==> config.mk <==
export PLATFORM = sky130hd
export DESIGN_NAME = ajuste_hora
export DESIGN_NICKNAME = d
export VERILOG_FILES = /design/src/rtl/ajuste_pkg.sv /design/src/rtl/repetidor_pulso.sv /design/src/rtl/ajuste_hora.sv
export SDC_FILE = /design/constraint.sdc
export NUM_CORES = 1
export LEC_CHECK = 0
export BUFFER_PORTS_ARGS = -buffer_cell sky130_fd_sc_hd__buf_2
export CAP_MARGIN = 20
export CORE_MARGIN = 8
export CORE_UTILIZATION = 50
export CTS_CLUSTER_DIAMETER = 80
export DETAILED_ROUTE_END_ITERATION = 16
export PLACE_DENSITY = 0.69
export SLEW_MARGIN = 30
export SYNTH_ARGS = -nofsm -noshare
export SYNTH_HDL_FRONTEND = slang
export SYNTH_HIERARCHICAL = 1
export SYNTH_SLANG_ARGS = --single-unit
==> constraint.sdc <==
create_clock -name clk -period 5.3 [get_ports clk]
set_input_delay 1.06 -clock clk [delete_from_list [all_inputs] [get_ports clk]]
set_output_delay 1.06 -clock clk [all_outputs]
set_load 0.005 [all_outputs]
==> src/rtl/ajuste_pkg.sv <==
// ---------------------------------------------------------------------------
// ajuste_pkg
// Shared definitions for the time-setting controller: field-select
// encodings, per-field maximum values and the wrap-around step helper.
// ---------------------------------------------------------------------------
package ajuste_pkg;

    // Encoding 2'd3 is unused; the field FSM steers it back to HORAS.
    typedef enum logic [1:0] {
        HORAS    = 2'd0,
        MINUTOS  = 2'd1,
        SEGUNDOS = 2'd2
    } campo_t;

    localparam logic [4:0] MAX_HORAS   = 5'd23;
    localparam logic [5:0] MAX_MIN_SEG = 6'd59;

    // One wrap-around step of a field whose range is 0..max.
    // sube = 1 increments, sube = 0 decrements.
    function automatic logic [5:0] paso_campo(input logic [5:0] valor,
                                              input logic [5:0] max,
                                              input logic       sube);
        logic [5:0] res;
        if (sube) begin
            res = (valor == max) ? 6'd0 : valor + 6'd1;
        end else begin
            res = (valor == 6'd0) ? max : valor - 6'd1;
        end
        return res;
    endfunction

endpackage

==> src/rtl/repetidor_pulso.sv <==
// ---------------------------------------------------------------------------
// repetidor_pulso
// Rising-edge detector plus hold counter. Emits a one-cycle step on the
// rising edge of i_nivel and, while the level stays high, an auto-repeat
// step REPEAT_DELAY cycles after the edge and then every REPEAT_PERIOD
// cycles. With REPEAT_EN = 0 only the edge step is produced.
//
// Ports:
//   clk        in   system clock
//   reset      in   synchronous, active-low
//   i_nivel    in   debounced button level
//   i_limpiar  in   clears the repeat state (edge history keeps tracking)
//   o_paso     out  step pulse (edge or repeat tick); caller arbitrates
// ---------------------------------------------------------------------------
module repetidor_pulso #(
    parameter int unsigned REPEAT_DELAY  = 50_000_000,
    parameter int unsigned REPEAT_PERIOD = 10_000_000,
    parameter bit          REPEAT_EN     = 1'b1
) (
    input  logic clk,
    input  logic reset,
    input  logic i_nivel,
    input  logic i_limpiar,
    output logic o_paso
);

    localparam int unsigned CNT_MAX = (REPEAT_DELAY > REPEAT_PERIOD) ? REPEAT_DELAY : REPEAT_PERIOD;
    localparam int unsigned CW      = $clog2(CNT_MAX + 1);
    localparam logic [CW-1:0] DELAY_C  = CW'(REPEAT_DELAY);
    localparam logic [CW-1:0] PERIOD_C = CW'(REPEAT_PERIOD);

    logic          r_hist;
    logic          r_armado;   // low until the first sample after reset
    logic          r_activo;   // button held since a qualified rising edge
    logic          r_repite;   // initial delay done, now in period phase
    logic [CW-1:0] r_cnt;      // cycles since the last step

    logic w_flanco;
    logic w_tick;

    // r_armado blocks a level that is already high when reset releases.
    assign w_flanco = i_nivel & ~r_hist & r_armado;
    assign w_tick   = REPEAT_EN & r_activo & i_nivel &
                      (r_repite ? (r_cnt == PERIOD_C) : (r_cnt == DELAY_C));
    assign o_paso   = w_flanco | w_tick;

    always_ff @(posedge clk) begin
        if (!reset) begin
            r_hist   <= 1'b0;
            r_armado <= 1'b0;
            r_activo <= 1'b0;
            r_repite <= 1'b0;
            r_cnt    <= '0;
        end else begin
            r_hist   <= i_nivel;
            r_armado <= 1'b1;
            if (!i_nivel || i_limpiar) begin
                r_activo <= 1'b0;
                r_repite <= 1'b0;
                r_cnt    <= '0;
            end else if (w_flanco) begin
                // Counter value j at edge k+j means j held cycles since the edge.
                r_activo <= 1'b1;
                r_repite <= 1'b0;
                r_cnt    <= CW'(1);
            end else if (w_tick) begin
                r_repite <= 1'b1;
                r_cnt    <= CW'(1);
            end else if (r_activo && (r_cnt != '1)) begin
                r_cnt <= r_cnt + CW'(1);   // saturates, never wraps
            end
        end
    end

endmodule

==> src/rtl/ajuste_hora.sv <==
// ---------------------------------------------------------------------------
// ajuste_hora
// Time-setting controller. Converts debounced au/dis/sel levels into
// single steps (with auto-repeat on au/dis), walks a field pointer over
// hours/minutes/seconds and increments or decrements the selected field
// with wrap-around.
//
// Ports:
//   clk        in   system clock
//   reset      in   synchronous, active-low
//   au         in   debounced increment level
//   dis        in   debounced decrement level
//   sel        in   debounced field-select level
//   habilitar  in   low = ignore all button activity
//   horas      out  hours 0..23
//   minutos    out  minutes 0..59
//   segundos   out  seconds 0..59
//   campo      out  selected field (0 HORAS, 1 MINUTOS, 2 SEGUNDOS)
//   cambio     out  one-cycle pulse, the cycle after a field changed
// ---------------------------------------------------------------------------
module ajuste_hora
    import ajuste_pkg::*;
#(
    parameter int unsigned REPEAT_DELAY  = 50_000_000,
    parameter int unsigned REPEAT_PERIOD = 10_000_000
) (
    input  logic       clk,
    input  logic       reset,
    input  logic       au,
    input  logic       dis,
    input  logic       sel,
    input  logic       habilitar,
    output logic [4:0] horas,
    output logic [5:0] minutos,
    output logic [5:0] segundos,
    output logic [1:0] campo,
    output logic       cambio
);

    logic       w_paso_au;
    logic       w_paso_dis;
    logic       w_paso_sel;
    logic       w_ambos;
    logic       w_sel;
    logic       w_limpiar;
    logic       w_inc;
    logic       w_dec;
    logic       w_campo_valido;
    logic       w_escribe;

    campo_t     r_campo;
    logic [4:0] r_horas;
    logic [5:0] r_minutos;
    logic [5:0] r_segundos;
    logic       r_escrito;   // a field was written at the previous edge
    logic       r_cambio;

    repetidor_pulso #(
        .REPEAT_DELAY  (REPEAT_DELAY),
        .REPEAT_PERIOD (REPEAT_PERIOD),
        .REPEAT_EN     (1'b1)
    ) u_rep_au (
        .clk       (clk),
        .reset     (reset),
        .i_nivel   (au),
        .i_limpiar (w_limpiar),
        .o_paso    (w_paso_au)
    );

    repetidor_pulso #(
        .REPEAT_DELAY  (REPEAT_DELAY),
        .REPEAT_PERIOD (REPEAT_PERIOD),
        .REPEAT_EN     (1'b1)
    ) u_rep_dis (
        .clk       (clk),
        .reset     (reset),
        .i_nivel   (dis),
        .i_limpiar (w_limpiar),
        .o_paso    (w_paso_dis)
    );

    // Field select only needs the edge detector.
    repetidor_pulso #(
        .REPEAT_DELAY  (REPEAT_DELAY),
        .REPEAT_PERIOD (REPEAT_PERIOD),
        .REPEAT_EN     (1'b0)
    ) u_edge_sel (
        .clk       (clk),
        .reset     (reset),
        .i_nivel   (sel),
        .i_limpiar (~habilitar),
        .o_paso    (w_paso_sel)
    );

    // Arbitration: both step buttons high cancels stepping; a select edge
    // wins over a coincident step. Either case, or disable, kills repeats.
    assign w_ambos        = au & dis;
    assign w_sel          = habilitar & w_paso_sel;
    assign w_limpiar      = ~habilitar | w_ambos | (w_paso_sel & (w_paso_au | w_paso_dis));
    assign w_inc          = habilitar & w_paso_au  & ~w_ambos & ~w_paso_sel;
    assign w_dec          = habilitar & w_paso_dis & ~w_ambos & ~w_paso_sel;
    assign w_campo_valido = r_campo inside {HORAS, MINUTOS, SEGUNDOS};
    assign w_escribe      = (w_inc | w_dec) & w_campo_valido;

    always_ff @(posedge clk) begin
        if (!reset) begin
            r_campo    <= HORAS;
            r_horas    <= '0;
            r_minutos  <= '0;
            r_segundos <= '0;
            r_escrito  <= 1'b0;
            r_cambio   <= 1'b0;
        end else begin
            if (w_sel) begin
                case (r_campo)
                    HORAS:    r_campo <= MINUTOS;
                    MINUTOS:  r_campo <= SEGUNDOS;
                    default:  r_campo <= HORAS;   // SEGUNDOS and illegal 3
                endcase
            end

            if (w_escribe) begin
                case (r_campo)
                    HORAS:    r_horas    <= 5'(paso_campo({1'b0, r_horas}, {1'b0, MAX_HORAS}, w_inc));
                    MINUTOS:  r_minutos  <= paso_campo(r_minutos, MAX_MIN_SEG, w_inc);
                    default:  r_segundos <= paso_campo(r_segundos, MAX_MIN_SEG, w_inc);
                endcase
            end

            // Every write changes the value (ranges are wider than one), so
            // the write strobe delayed by one more cycle gives cambio.
            r_escrito <= w_escribe;
            r_cambio  <= r_escrito;
        end
    end

    assign horas    = r_horas;
    assign minutos  = r_minutos;
    assign segundos = r_segundos;
    assign campo    = r_campo;
    assign cambio   = r_cambio;

endmodule

# Word level (Yosys, flattened, before mapping)
# Index checks and enable logic that the tools add are counted.
[op_classes]
n_addsub = 8
n_eq_ne = 11
n_reduce_logical = 23
n_mux = 19
bitwise_logic = 34
[ops]
columns = ["operator", "n"]
rows = [
  ["$add 26x1->26 const B", 2],
  ["$eq 26x24->1 const B", 2],
  ["$eq 26x26->1 const B", 2],
  ["$ne 26x26->1 const B", 2],
  ["$mux 6", 6],
  ["$and 1x1->1", 20],
  ["$mux 5", 3],
  ["$add 6x1->6 const B", 2],
  ["$eq 6x6->1 const B", 2],
  ["$logic_not 6->1", 2],
  ["$sub 6x1->6 const B", 2],
  ["$mux 1", 9],
  ["$reduce_bool 3->1", 3],
  ["$not 1->1", 8],
  ["$reduce_or 4->1", 2],
  ["$or 1x1->1", 6],
  ["$reduce_and 2->1", 3],
  ["$reduce_or 2->1", 3],
  ["$reduce_or 3->1", 2],
  ["$add 5x1->5 const B", 1],
  ["$eq 5x5->1 const B", 1],
  ["$logic_not 5->1", 1],
  ["$sub 5x1->5 const B", 1],
  ["$pmux 2 s2", 1],
  ["other kinds (6)", 9],
]
[word_totals]
out_inout_bits = 20
ff_bits = 81
inputBits = 6
elab_cells = 113

# Depth between registers and ports, before layout
# Gate-level depths: netlist of run 1.
[logic_depth]
depth_word = 10
ltp_mapped = 13
ltp_nobuf = 11

# Modules after synthesis
# The synthesis of run 1 kept the hierarchy.
[by_module_without_submodules]
columns = ["module", "area_each_um2", "n_inst", "cells_per_inst", "seq_area_each_um2"]
rows = [
  ["repetidor_pulso at u_rep_au ...", 1679.1, 2, 186, 600.6],
  ["ajuste_hora", 1527.7, 1, 198, 420.4],
  ["repetidor_pulso at u_edge_sel", 55.1, 1, 4, 40.0],
]

# Worst setup path before layout of run 1
# Ideal clock, no wire load.
[synth_timing]
path_kind = "input to register"
startpoint = "in au"
endpoint = "reg u_rep_au.r_cnt[19]"
path_buffers = 2
required_ps = 5234
setup_time_ps = 66
t_arrival_ps = 3016
path_stages = 11
slack_ps = 2218
cell_sequence = "nand4b_1 -> nor3_1 -> o2111a_1 -> or2_2 -> or2_2 -> nand2_1 -> nand2_1 -> or4_1 -> buf_2 -> buf_6 -> a21oi_2"
[synth_between]
elab_chain_cells = 8
word_cells_on_any_way = 13
classes_between = "10 x bitwise; 3 x reduce/logical"
[synth_lines]
columns = ["element", "line", "text"]
rows = [
  ["start, declared", "ajuste_hora.sv:29", "input logic au,"],
  ["$and 1x1->1 (on tied branches) (2 in series)", "repetidor_pulso.sv:42, repetidor_pulso.sv:43", ""],
  ["$or 1x1->1 *", "repetidor_pulso.sv:45", "assign o_paso = w_flanco | w_tick;"],
  ["via w_paso_au", "ajuste_hora.sv:40", "logic w_paso_au;"],
  ["$or 1x1->1 *", "ajuste_hora.sv:99", "assign w_limpiar = ~habilitar | w_ambos | (w_paso_sel & (w_paso_au | w_paso_dis));"],
  ["$and 1x1->1 *", "ajuste_hora.sv:99", ""],
  ["$or 1x1->1 *", "ajuste_hora.sv:99", ""],
  ["via w_limpiar", "ajuste_hora.sv:45", "logic w_limpiar;"],
  ["$logic_or 1x1->1 *", "repetidor_pulso.sv:57", "if (!i_nivel || i_limpiar) begin"],
  ["$reduce_or 4->1 (no line) *", "--", ""],
  ["end signal, assigned", "repetidor_pulso.sv:70", "r_cnt <= r_cnt + CW'(1);"],
  ["end, declared", "repetidor_pulso.sv:36", "logic [CW-1:0] r_cnt;"],
]
# Mark *: on every way through the listed nets, which the timed path passes. The rest lies on a longest branch.
# A chain may end at the register's enable or synchronous reset.

# Worst setup path in the final report of run 1
[layout_timing]
startpoint = "in au"
endpoint = "reg u_rep_dis.r_cnt[20]"
[layout_between]
elab_chain_cells = 8
word_cells_on_any_way = 12
classes_between = "10 x bitwise; 2 x reduce/logical"
[layout_lines]
columns = ["element", "line"]
rows = [
  ["$and 1x1->1 (on tied branches) (2 in series)", "repetidor_pulso.sv:42, repetidor_pulso.sv:43"],
  ["$or 1x1->1 *", "repetidor_pulso.sv:45"],
  ["via w_paso_au", "ajuste_hora.sv:40"],
  ["$or 1x1->1 *", "ajuste_hora.sv:99"],
  ["$and 1x1->1 *", "ajuste_hora.sv:99"],
  ["$or 1x1->1 *", "ajuste_hora.sv:99"],
  ["via w_limpiar", "ajuste_hora.sv:45"],
  ["$logic_or 1x1->1 *", "repetidor_pulso.sv:57"],
  ["$reduce_or 4->1 (no line) *", "--"],
  ["end signal, assigned", "repetidor_pulso.sv:70"],
  ["end, declared", "repetidor_pulso.sv:36"],
]
# Marks and branches as above.

==> summary.md, run 1 <==
| Metric | Value |
|---|---|
| Largest net degree at the start of global routing | 26 |
| Fin crit share | 0.587 |
| Syn_nets | 591 |
| Post-CTS sizing | 0 |
| Via count | 4313 |
| WL/cell | 14.8 µm |
| Setup crit start kind | input pin |
| Num CTS Buffers | 9 |
| Final Net Count | 609 |
| Worst setup path class | input pin to flop |
| First-pass GRT wire length | 18800 µm |
| Final hold vios | 0 |
| Hold path depth | 1 |
| Crit end category | flop |
| Final min period | 3.11 ns |
| Die width | 115 µm |
| Clock buffer depth | 2 |
| GRT Residual Overflow | 0 |
| Slew HR | 0.516 |
| Remaining antenna violation count after routing | 0 |
| Critical path depth in cells | 11 |
| Peak Freq | 0.321 GHz |
| Final Worst Setup Slack | 2.19 ns |
| # fillers | 909 |
| P_leak | 0.00175 µW |
| Area grow syn2layout | 7.50% |
| Hold Path Class | flop to flop |
| Cell Area, Synth | 4940 µm² |
| Vias in the first global route | 4039 |
| CP max stage delay | 0.54 ns |
| Worst path top cell family by delay | simple AND/OR/NAND/NOR gates |
| CP max FO | 25 |
| Via/cell ratio | 5.92 |
| Slowest-stage cell, CP | or4_1 |
| Crit-path cells | buf_2 -> nand4b_1 -> nor3_1 -> o2111a_1 -> or2_2 -> or2_2 -> nand2_1 -> nand2_1 -> or4_1 -> buf_4 -> nor3_1 |
| Hold_buf cts | 0 |
| Worst EP required | 5.59 ns |
| Die height | 115 µm |
| Status | finished clean |
| DIE AREA | 13300 µm² |
| Slew Viols, Final | 0 |
| R2R depth | 12 |
| Setup Viol. Count Final | 0 |
| # rows | 36 |
| Core ar. | 9680 µm² |
| Crit path buf inv count | 2 |
| Clock skew | 0.0141 ns |
| Iter 0 DRT Violations | 293 |
| Initial antenna violation count | 0 |
| Drt pass-1 iters | 4 |
| DP HPWL | 7750 µm |
| H-tree levels | 3 |
| Global placement routability congestion | 0.852 |
| Postcts setup bufs | 0 |
| P per Cell Area | 217 nW/µm² |
| Worst-path clk slew | 0.08 ns |
| Worst Tran Pin Value | 0.724 ns |
| Syn. warnings | 6 |
| Clock root buffer master | clkbuf_8 |
| Antenna cells | 0 |
| Layout cell share with drive strength beyond 1 | 0.208 |
| Max-cap viol count | 0 |
| Setup tns final | 0 ns |
| IO Port Bufs | 25 |
| Worst IR drop on VDD | 152 µV |
| RSZ-0062 raised after global routing | false |
| DR DRC count | 0 |
| Io pins | 26 |
| CP arrival | 3.40 ns |
| Post-Place Worst Slack | 1.67 ns |
| Final WL | 10800 µm |
| Post-Syn Instances | 573 |
| TritonCTS clock tree | yes |
| Worst skew pair latency | 0.37 ns |
| Total track usage | 0.172 |
| Total Power | 1150 µW |
| Initial Util | 0.510 |
| Sink Count | 83 |
| Syn_area_per_cell | 8.62 µm² |
[where the power goes]
group | internal [µW] | switching, µW | total [µW]
sequential | 629 | 6.45 | 636
clock | 228 | 231 | 460
combinational | 21.8 | 33.9 | 55.7
total | 879 | 272 | 1150
[cell usage in the layout, fill, tap and decap left out, types with 5 or more instances in the layout]
cell type,count
o21ai_1,18
o211ai_1,5
xor2_1,8
ha_1,12
nand2_1,52
inv_1,25
buf_2,25
nand3_1,23
and3b_1,6
dfxtp_1,83
or2_2,5
nor3_1,13
and3_1,14
o21ai_0,22
a21oi_2,22
nor4_1,12
clkbuf_8,10
nor2_2,18
and2_1,5
nand4_1,8
a21oi_1,28
mux2i_1,7
or3_2,6
nor2b_1,5
nor2_1,22
or3_1,23
and4b_1,6
xnor2_1,12
[per-stage QoR]
| step | utilization | hold slack, ns | instance area (µm²) | instances |
|---|---|---|---|---|
| 3_3_place_gp | 0.526 | 0.476 | 5100 | 713 |
| 5_1_grt | 0.548 | 0.542 | 5310 | 729 |
| 2_1_floorplan | - | 0.412 | 4940 | 573 |
| 4_1_cts | 0.548 | 0.525 | 5310 | 729 |
| 3_5_place_dp | 0.528 | 0.496 | 5110 | 713 |
| 6_report | 0.548 | 0.512 | 5310 | 729 |
[metal layers]
metal	routed length [µm]	global-route usage	up-vias	share of wire
met5	0	0	-	0
met4	193	0.0648	0	0.018
met3	412	0.0488	13	0.038
met2	5000	0.267	84	0.46
met1	5190	0.221	2040	0.48
li1	-	-	2176	-
[layout make-up]
type / count / area [µm²] / area share
repair buffers: 27 / 140 / 0.0264
well taps: 133 / 166 / 0.0314
multi-input cells: 445 / 3050 / 0.575
inverters: 25 / 93.8 / 0.0177
flip-flops and latches: 83 / 1660 / 0.313
clock inverters: 5 / 52.6 / 0.00990
clock buffers: 11 / 141 / 0.0266
[sequential cells by signal (all words and copies together), names as in the netlist]
register             cells
cambio                   1
minutos                  6
u_rep_au/r_repite        1
r_escrito                1
u_rep_au/r_cnt          26
campo                    2
u_rep_au/r_activo        1
horas                    5
u_rep_dis/r_armado       1
u_rep_dis/r_hist         1
u_rep_dis/r_activo       1
u_rep_au/r_hist          1
u_edge_sel/r_hist        1
segundos                 6
u_edge_sel/r_armado      1
u_rep_au/r_armado        1
u_rep_dis/r_cnt         26
u_rep_dis/r_repite       1
[final timing paths]
kind         slack [ns]                               end                      startpoint
max                2.19  u_rep_dis/r_cnt[20]$_SDFFE_PP0P_                              au
min                0.51                 cambio$_SDFF_PN0_            r_escrito$_SDFF_PN0_
max reg2reg        2.34  u_rep_dis/r_cnt[20]$_SDFFE_PP0P_  u_rep_au/r_cnt[0]$_SDFFE_PP0P_
min reg2reg        0.51                 cambio$_SDFF_PN0_            r_escrito$_SDFF_PN0_
Power figures use the tool's default switching activity.
==> run 2: changes to the inputs <==
ABC_AREA = 1   (was not set)
PLACE_DENSITY = 0.72   (was 0.69)
clock period = 2.6 ns   (was 5.3 ns; I/O delays follow)
==> run 2 against run 1 <==
  * Routed wire length grew 31%
  * Power up 130%
  * Register-to-register slack worse by 2.1 ns
  * Final area up 17%
  * Critical path depth increased by 4
  * Synthesized cell count grew 61%
  * Clock skew is 0.0050 ns lower
  * Global-route usage rose by 2.7 points
  * Sequential power rose by 100%
  * Critical path type is now flop to flop
  * Largest power group unchanged
  * Highest routed layer unchanged
==> summary.md, run 2 <==
| Metric | Value |
|---|---|
| # fillers | 1179 (+30%) |
| Post-Syn Instances | 923 (+61%) |
| First-pass GRT wire length | 24200 µm (+29%) |
| Worst path top cell family by delay | simple AND/OR/NAND/NOR gates |
| Final hold vios | 0 (unchanged) |
| Clock buffer depth | 2 (unchanged) |
| Hold Path Class | input pin to flop |
| Clock skew | 0.00915 ns (-0.00495 ns) |
| Max-cap viol count | 0 (unchanged) |
| P_leak | 0.00246 µW (+41%) |
| CP max FO | 24 (-4.0%) |
| P per Cell Area | 433 nW/µm² (+100%) |
| Switching Power | 660 µW (+140%) |
| Final Worst Setup Slack | 0.268 ns (-1.92 ns) |
| Layout cell share with drive strength beyond 1 | 0.113 (-0.0947) |
| Most common cell after layout, fill and taps aside | nand2_1 |
| # rows | 39 (+8.3%) |
| Via count | 5652 (+31%) |
| Drt pass-1 iters | 5 (+1) |
| IO Port Bufs | 25 (unchanged) |
| Worst Tran Pin Value | 0.489 ns (-0.235 ns) |
| Fin crit share | 0.897 |
| Storage cell area | 1660 µm² (unchanged) |
| Num CTS Buffers | 9 (unchanged) |
| Setup crit start kind | flop |
| Cell Area, Synth | 5650 µm² (+14%) |
| Fin util | 0.556 (+0.00757) |
| Final Net Count | 975 (+60%) |
| Syn_area_per_cell | 6.12 µm² (-29%) |
| Slew Viols, Final | 0 (unchanged) |
| Peak Freq | 0.429 GHz |
| Slowest-stage cell, CP | dfxtp_1 |
| Worst-path clk slew | 0.06 ns (-0.02 ns) |
| Slew HR | 0.673 (+0.156) |
| Final min period | 2.33 ns |
| Worst skew pair latency | 0.35 ns (-0.02 ns) |
| CP max stage delay | 0.38 ns (-0.16 ns) |
| Syn_nets | 941 (+59%) |
| Clock root buffer master | clkbuf_16 |
| TritonCTS clock tree | yes |
| Syn. warnings | 6 (unchanged) |
| Total track usage | 0.199 (+0.0274) |
| Iter 0 DRT Violations | 414 (+41%) |
| Remaining antenna violation count after routing | 0 (unchanged) |
| Via/cell ratio | 5.11 (-14%) |
| Hold_buf cts | 0 (unchanged) |
| Largest net degree at the start of global routing | 25 (-3.8%) |
| Global placement routability congestion | 0.909 (+6.7%) |
| Post-Place Worst Slack | 0.175 ns (-1.50 ns) |
| GRT Residual Overflow | 0 (unchanged) |
| Most frequent cells in the layout | nand2_1, nor2_1, inv_1 |
| R2R setup slack | 0.27 ns (-2.07 ns) |
| Final instance area | 6240 µm² (+17%) |
| Core ar. | 11200 µm² (+16%) |
| Clock network fraction of total power | 0.455 (+0.055) |
| DR DRC count | 0 (unchanged) |
| Initial Util | 0.504 (-0.00625) |
| Worst IR drop on VDD | 305 µV (+100%) |
| Die height | 122 µm (+6.0%) |
| Multi-input logic area | 3460 µm² (+14%) |
| Final WL | 14100 µm (+31%) |
| H-tree levels | 3 (unchanged) |
| DIE AREA | 15000 µm² (+12%) |
| Worst EP required | 2.87 ns (-2.72 ns) |
| Die width | 122 µm (+6.0%) |
| Status | finished clean |
| Switching Share | 0.244 (+0.00833) |
| Sink Count | 83 (unchanged) |
| Part of the power in registers | 0.482 (-0.070) |
| Total Power | 2700 µW (+130%) |
| DP HPWL | 10400 µm (+35%) |
| Worst setup path class | flop to flop |
| Setup Viol. Count Final | 0 (unchanged) |
| Crit end category | flop |
| Crit-path cells | inv_1 -> ha_1 -> nand3_1 -> nand3b_1 -> nor2_1 -> a21oi_1 -> inv_1 -> nor2_2 -> a31oi_1 -> nor2_1 -> inv_1 -> nor2_1 -> nand2_1 -> buf_4 -> a21oi_1 |
| Initial antenna violation count | 1 (+1) |
| WL/cell | 12.8 µm (-14%) |
| RSZ-0062 raised after global routing | false |
| Area grow syn2layout | 10.3% |
| Vias in the first global route | 5147 (+27%) |
| Internal power | 2040 µW (+130%) |
| Setup tns final | 0 ns (unchanged) |
| CP arrival | 2.61 ns (-0.79 ns) |
| Combinational fraction of design power | 0.063 (+0.015) |
| Placed Area | 5950 µm² (+16%) |
| Crit path buf inv count | 4 (+2) |
| Io pins | 26 (unchanged) |
| Largest regs | u_rep_au/r_cnt x26, u_rep_dis/r_cnt x26 |
run 2: final timing paths:
| check | startpoint | to | cells past startpoint |
|---|---|---|---|
| setup / recovery | u_rep_au/r_cnt[1]$_SDFFE_PP0P_ | u_rep_dis/r_cnt[18]$_SDFFE_PP0P_ | 15 |
| hold / removal | reset | u_edge_sel/r_armado$_DFF_P_ | 1 |
| setup reg to reg | u_rep_au/r_cnt[1]$_SDFFE_PP0P_ | u_rep_dis/r_cnt[18]$_SDFFE_PP0P_ | 15 |
| hold reg to reg | r_escrito$_SDFF_PN0_ | cambio$_SDFF_PN0_ | 2 |
run 2: timing repair:
action	4_1_cts	5_1_grt
setup buffers	0	0
endpoints found under the setup margin	0	34
resized for setup	0	2
run 2: per-stage QoR:
stage	cells	hold slack, ns
finish	1106	0.373
global route	1106	0.359
CTS	1105	0.355
detailed placement	1089	0.418
global placement	1089	0.428
floorplan	923	0.390
run 2: final cells by class:
cell class	count	area share
sequential	83	0.266
timing repair buffer	48	0.0478
clock buffer	12	0.0411
tap	143	0.0287
inverter	93	0.0560
antenna	1	0.000401
multi-input combinational	722	0.556
clock inverter	4	0.00401
run 2: routing by layer:
layer | part of all wire | vias to the layer above | GRT usage
met4 | 0.020 | 0 | 0.0769
li1 | - | 2955 | -
met2 | 0.43 | 131 | 0.303
met3 | 0.061 | 20 | 0.0460
met1 | 0.49 | 2546 | 0.269
met5 | 0 | - | 0
run 2: power by group through the flow:
| stage | Clock [µW] | Sequential (µW) | Combinational, µW |
|---|---|---|---|
| floorplan | 0 | 1330 | 126 |
| CTS | 1250 | 1300 | 168 |
| global route | 1320 | 1310 | 192 |
| global placement | 0 | 1330 | 165 |
| finish | 1230 | 1300 | 169 |
| detailed placement | 0 | 1330 | 167 |
==> run 3: changes to the inputs <==
CTS_BUF_LIST = sky130_fd_sc_hd__clkbuf_4   (was not set)
==> run 3 against run 2 <==
  * First-iteration DRC count fell by 11%
  * Global-route usage is 0.37 points lower
  * Critical path type unchanged
  * Die area unchanged
  * Clock skew grew 0.014 ns
  * Sequential power is essentially flat
  * Combinational power about the same
  * Sequential share of layout area rose by 0.75 points
==> summary.md, run 3 (synthesized netlist as in run 2, its figures left out) <==
| Metric | Value |
|---|---|
| Initial antenna violation count | 2 (+1) |
| Sink Count | 83 (unchanged) |
| First-pass GRT wire length | 23800 µm (-1.5%) |
| Clock network fraction of total power | 0.310 (-0.145) |
| Crit end category | flop |
| Drt pass-1 iters | 5 (unchanged) |
| Status | finished clean |
| Worst IR drop on VDD | 229 µV (-25%) |
| Hold Path Origin | reset |
| Num CTS Buffers | 9 (unchanged) |
| Worst path top cell family by delay | simple AND/OR/NAND/NOR gates |
| Layout cell share with drive strength beyond 1 | 0.112 (-0.00104) |
| IO Port Bufs | 25 (unchanged) |
| Final min period | 2.37 ns (+0.0402 ns) |
| Clock root buffer master | clkbuf_4 |
| Initial Util | 0.504 (unchanged) |
| Switching Power | 591 µW (-11%) |
| Internal power | 1540 µW (-24%) |
| Most common cell after layout, fill and taps aside | nand2_1 |
| Total track usage | 0.196 (-0.00366) |
| Hold Crit Endpoint | u_edge_sel/r_armado$_DFF_P_ |
| Remaining antenna violation count after routing | 0 (unchanged) |
| P_leak | 0.00238 µW (-3.1%) |
| GRT busiest layer | met2 |
| Worst setup path class | flop to flop |
| Via count | 5653 (+0.018%) |
| Via/cell ratio | 5.11 (about the same) |
| Setup Viol. Count Final | 0 (unchanged) |
| Clock skew | 0.0234 ns (+0.0142 ns) |
| Die width | 122 µm (unchanged) |
| Postcts setup bufs | 0 (unchanged) |
| Clock buffer depth | 2 (unchanged) |
| Core ar. | 11200 µm² (unchanged) |
| Total Power | 2130 µW (-21%) |
| Global placement routability congestion | 0.909 (unchanged) |
| Worst EP required | 2.98 ns (+0.11 ns) |
| Worst-path clk slew | 0.13 ns (+0.07 ns) |
| Part of the power in registers | 0.611 (+0.129) |
| Hold Path Class | input pin to flop |
| Combinational fraction of design power | 0.079 (+0.016) |
| R2R setup slack | 0.23 ns (-0.04 ns) |
| CP max stage delay | 0.41 ns (+0.03 ns) |
| TritonCTS clock tree | yes |
| DR DRC count | 0 (unchanged) |
| Hold path depth | 1 (unchanged) |
| Worst Tran Pin Value | 0.482 ns (-0.00718 ns) |
| Worst skew pair latency | 0.46 ns (+0.11 ns) |
| Slowest-stage cell, CP | dfxtp_1 |
| Area grow syn2layout | 7.31% |
| # fillers | 1202 (+2.0%) |
| Dpl cells | 1089 (unchanged) |
| Setup crit start kind | flop |
| H-tree levels | 3 (unchanged) |
| WL/cell | 12.7 µm (-0.76%) |
| Fin crit share | 0.912 (+0.0155) |
| Die height | 122 µm (unchanged) |
| # rows | 39 (unchanged) |
| Largest net degree at the start of global routing | 25 (unchanged) |
| FF-to-FF End | u_rep_dis/r_cnt[8]$_SDFFE_PP0P_ |
| Met1 usage | 0.267 (-0.00241) |
| Crit path buf inv count | 4 (unchanged) |
| Slew Viols, Final | 0 (unchanged) |
| Most frequent cells in the layout | nand2_1, nor2_1, inv_1 |
| Largest regs | u_rep_au/r_cnt x26, u_rep_dis/r_cnt x26 |
| Met2 Use GR | 0.298 (-0.00547) |
| Met3 usage | 0.0391 (-0.00690) |
| P per Cell Area | 352 nW/µm² (-19%) |
| Vias in the first global route | 5091 (-1.1%) |
| Io pins | 26 (unchanged) |
| CP max FO | 24 (unchanged) |
| Crit-path cells | inv_1 -> ha_1 -> nand3_1 -> nand3b_1 -> nor2_1 -> a21oi_1 -> inv_1 -> nor2_2 -> a31oi_1 -> nor2_1 -> inv_1 -> nor2_1 -> nand2_1 -> buf_4 -> a21oi_1 |
| Max-cap viol count | 0 (unchanged) |
| Setup tns final | 0 ns (unchanged) |
| GRT Residual Overflow | 0 (unchanged) |
| DIE AREA | 15000 µm² (unchanged) |
| Slew HR | 0.677 (+0.00481) |
| Finished Layout Cells | 1107 (+0.090%) |
| Iter 0 DRT Violations | 367 (-11%) |
| Final WL | 14000 µm (-0.67%) |
| Switching Share | 0.277 (+0.0325) |
| Final Net Count | 975 (unchanged) |
| CP arrival | 2.75 ns (+0.14 ns) |
| Peak Freq | 0.422 GHz (-1.7%) |
| Worst hold slack | 0.260 ns (-0.113 ns) |
| Reg2reg start | u_rep_au/r_cnt[1]$_SDFFE_PP0P_ |
| DP HPWL | 10400 µm (unchanged) |
| R2R depth | 15 (unchanged) |
| Final hold vios | 0 (unchanged) |
==> run 3: metrics by stage <==
step	util	cell area (µm²)	setup WS, ns
after floorplan	-	5650	0.445
after detailed placement	0.530	5950	0.175
final	0.540	6060	0.228
after global routing	0.540	6060	-0.0103
after global placement	0.530	5950	0.276
after CTS	0.539	6050	0.198
==> run 3: power by group through the flow <==
stage,Clock (µW),Sequential (µW),Combinational (µW)
after floorplan,0,1330,126
after global placement,0,1330,165
after detailed placement,0,1330,167
after CTS,685,1300,167
after global routing,735,1310,192
final,661,1300,169
==> run 3: worst max-delay path by stage <==
stage,start,endpoint,slack (ns),cells past startpoint
after floorplan,u_rep_au/r_cnt[0]$_SDFFE_PP0P_,u_rep_au/r_cnt[12]$_SDFFE_PP0P_,0.44,15
after global placement,au,u_rep_au/r_cnt[2]$_SDFFE_PP0P_,0.28,14
after detailed placement,au,u_rep_au/r_cnt[6]$_SDFFE_PP0P_,0.18,14
after CTS,u_rep_dis/r_cnt[0]$_SDFFE_PP0P_,u_rep_au/r_cnt[6]$_SDFFE_PP0P_,0.20,15
after global routing,u_rep_au/r_cnt[0]$_SDFFE_PP0P_,u_rep_dis/r_cnt[8]$_SDFFE_PP0P_,-0.01,15
final,u_rep_au/r_cnt[1]$_SDFFE_PP0P_,u_rep_dis/r_cnt[8]$_SDFFE_PP0P_,0.23,15
==> run 3: worst register-to-register path: stages, from the launching register on <==
cell	delay (ns)
dfxtp_1	0.41
inv_1	0.06
ha_1	0.18
nand3_1	0.09
nand3b_1	0.11
nor2_1	0.05
a21oi_1	0.18
inv_1	0.11
nor2_2	0.19
a31oi_1	0.13
nor2_1	0.11
inv_1	0.07
nor2_1	0.15
nand2_1	0.07
buf_4	0.22
a21oi_1	0.17
==> run 3: repair_timing <==
| item | CTS | global route |
|---|---|---|
| resized for setup | 0 | 2 |
| endpoints found under the setup margin | 0 | 48 |
| endpoints found under the hold margin | 0 | 0 |
| hold buffers | 0 | 0 |
==> run 3: metal layers <==
metal	up-vias	share of wire	wire length, µm
met4	0	0.020	286
met5	-	0	0
met3	24	0.055	770
met1	2527	0.49	6920
li1	2953	-	-
met2	149	0.43	6040
==> run 3: layout make-up <==
| type | count | area (µm²) | share of cell area |
|---|---|---|---|
| multi-input cells | 722 | 3460 | 0.571 |
| flip-flops and latches | 83 | 1660 | 0.274 |
| inverters | 93 | 349 | 0.0576 |
| repair buffers | 48 | 298 | 0.0491 |
| well taps | 143 | 179 | 0.0295 |
| clock buffers | 10 | 75.1 | 0.0124 |
| clock inverters | 6 | 32.5 | 0.00536 |
| diodes | 2 | 5.00 | 0.000825 |
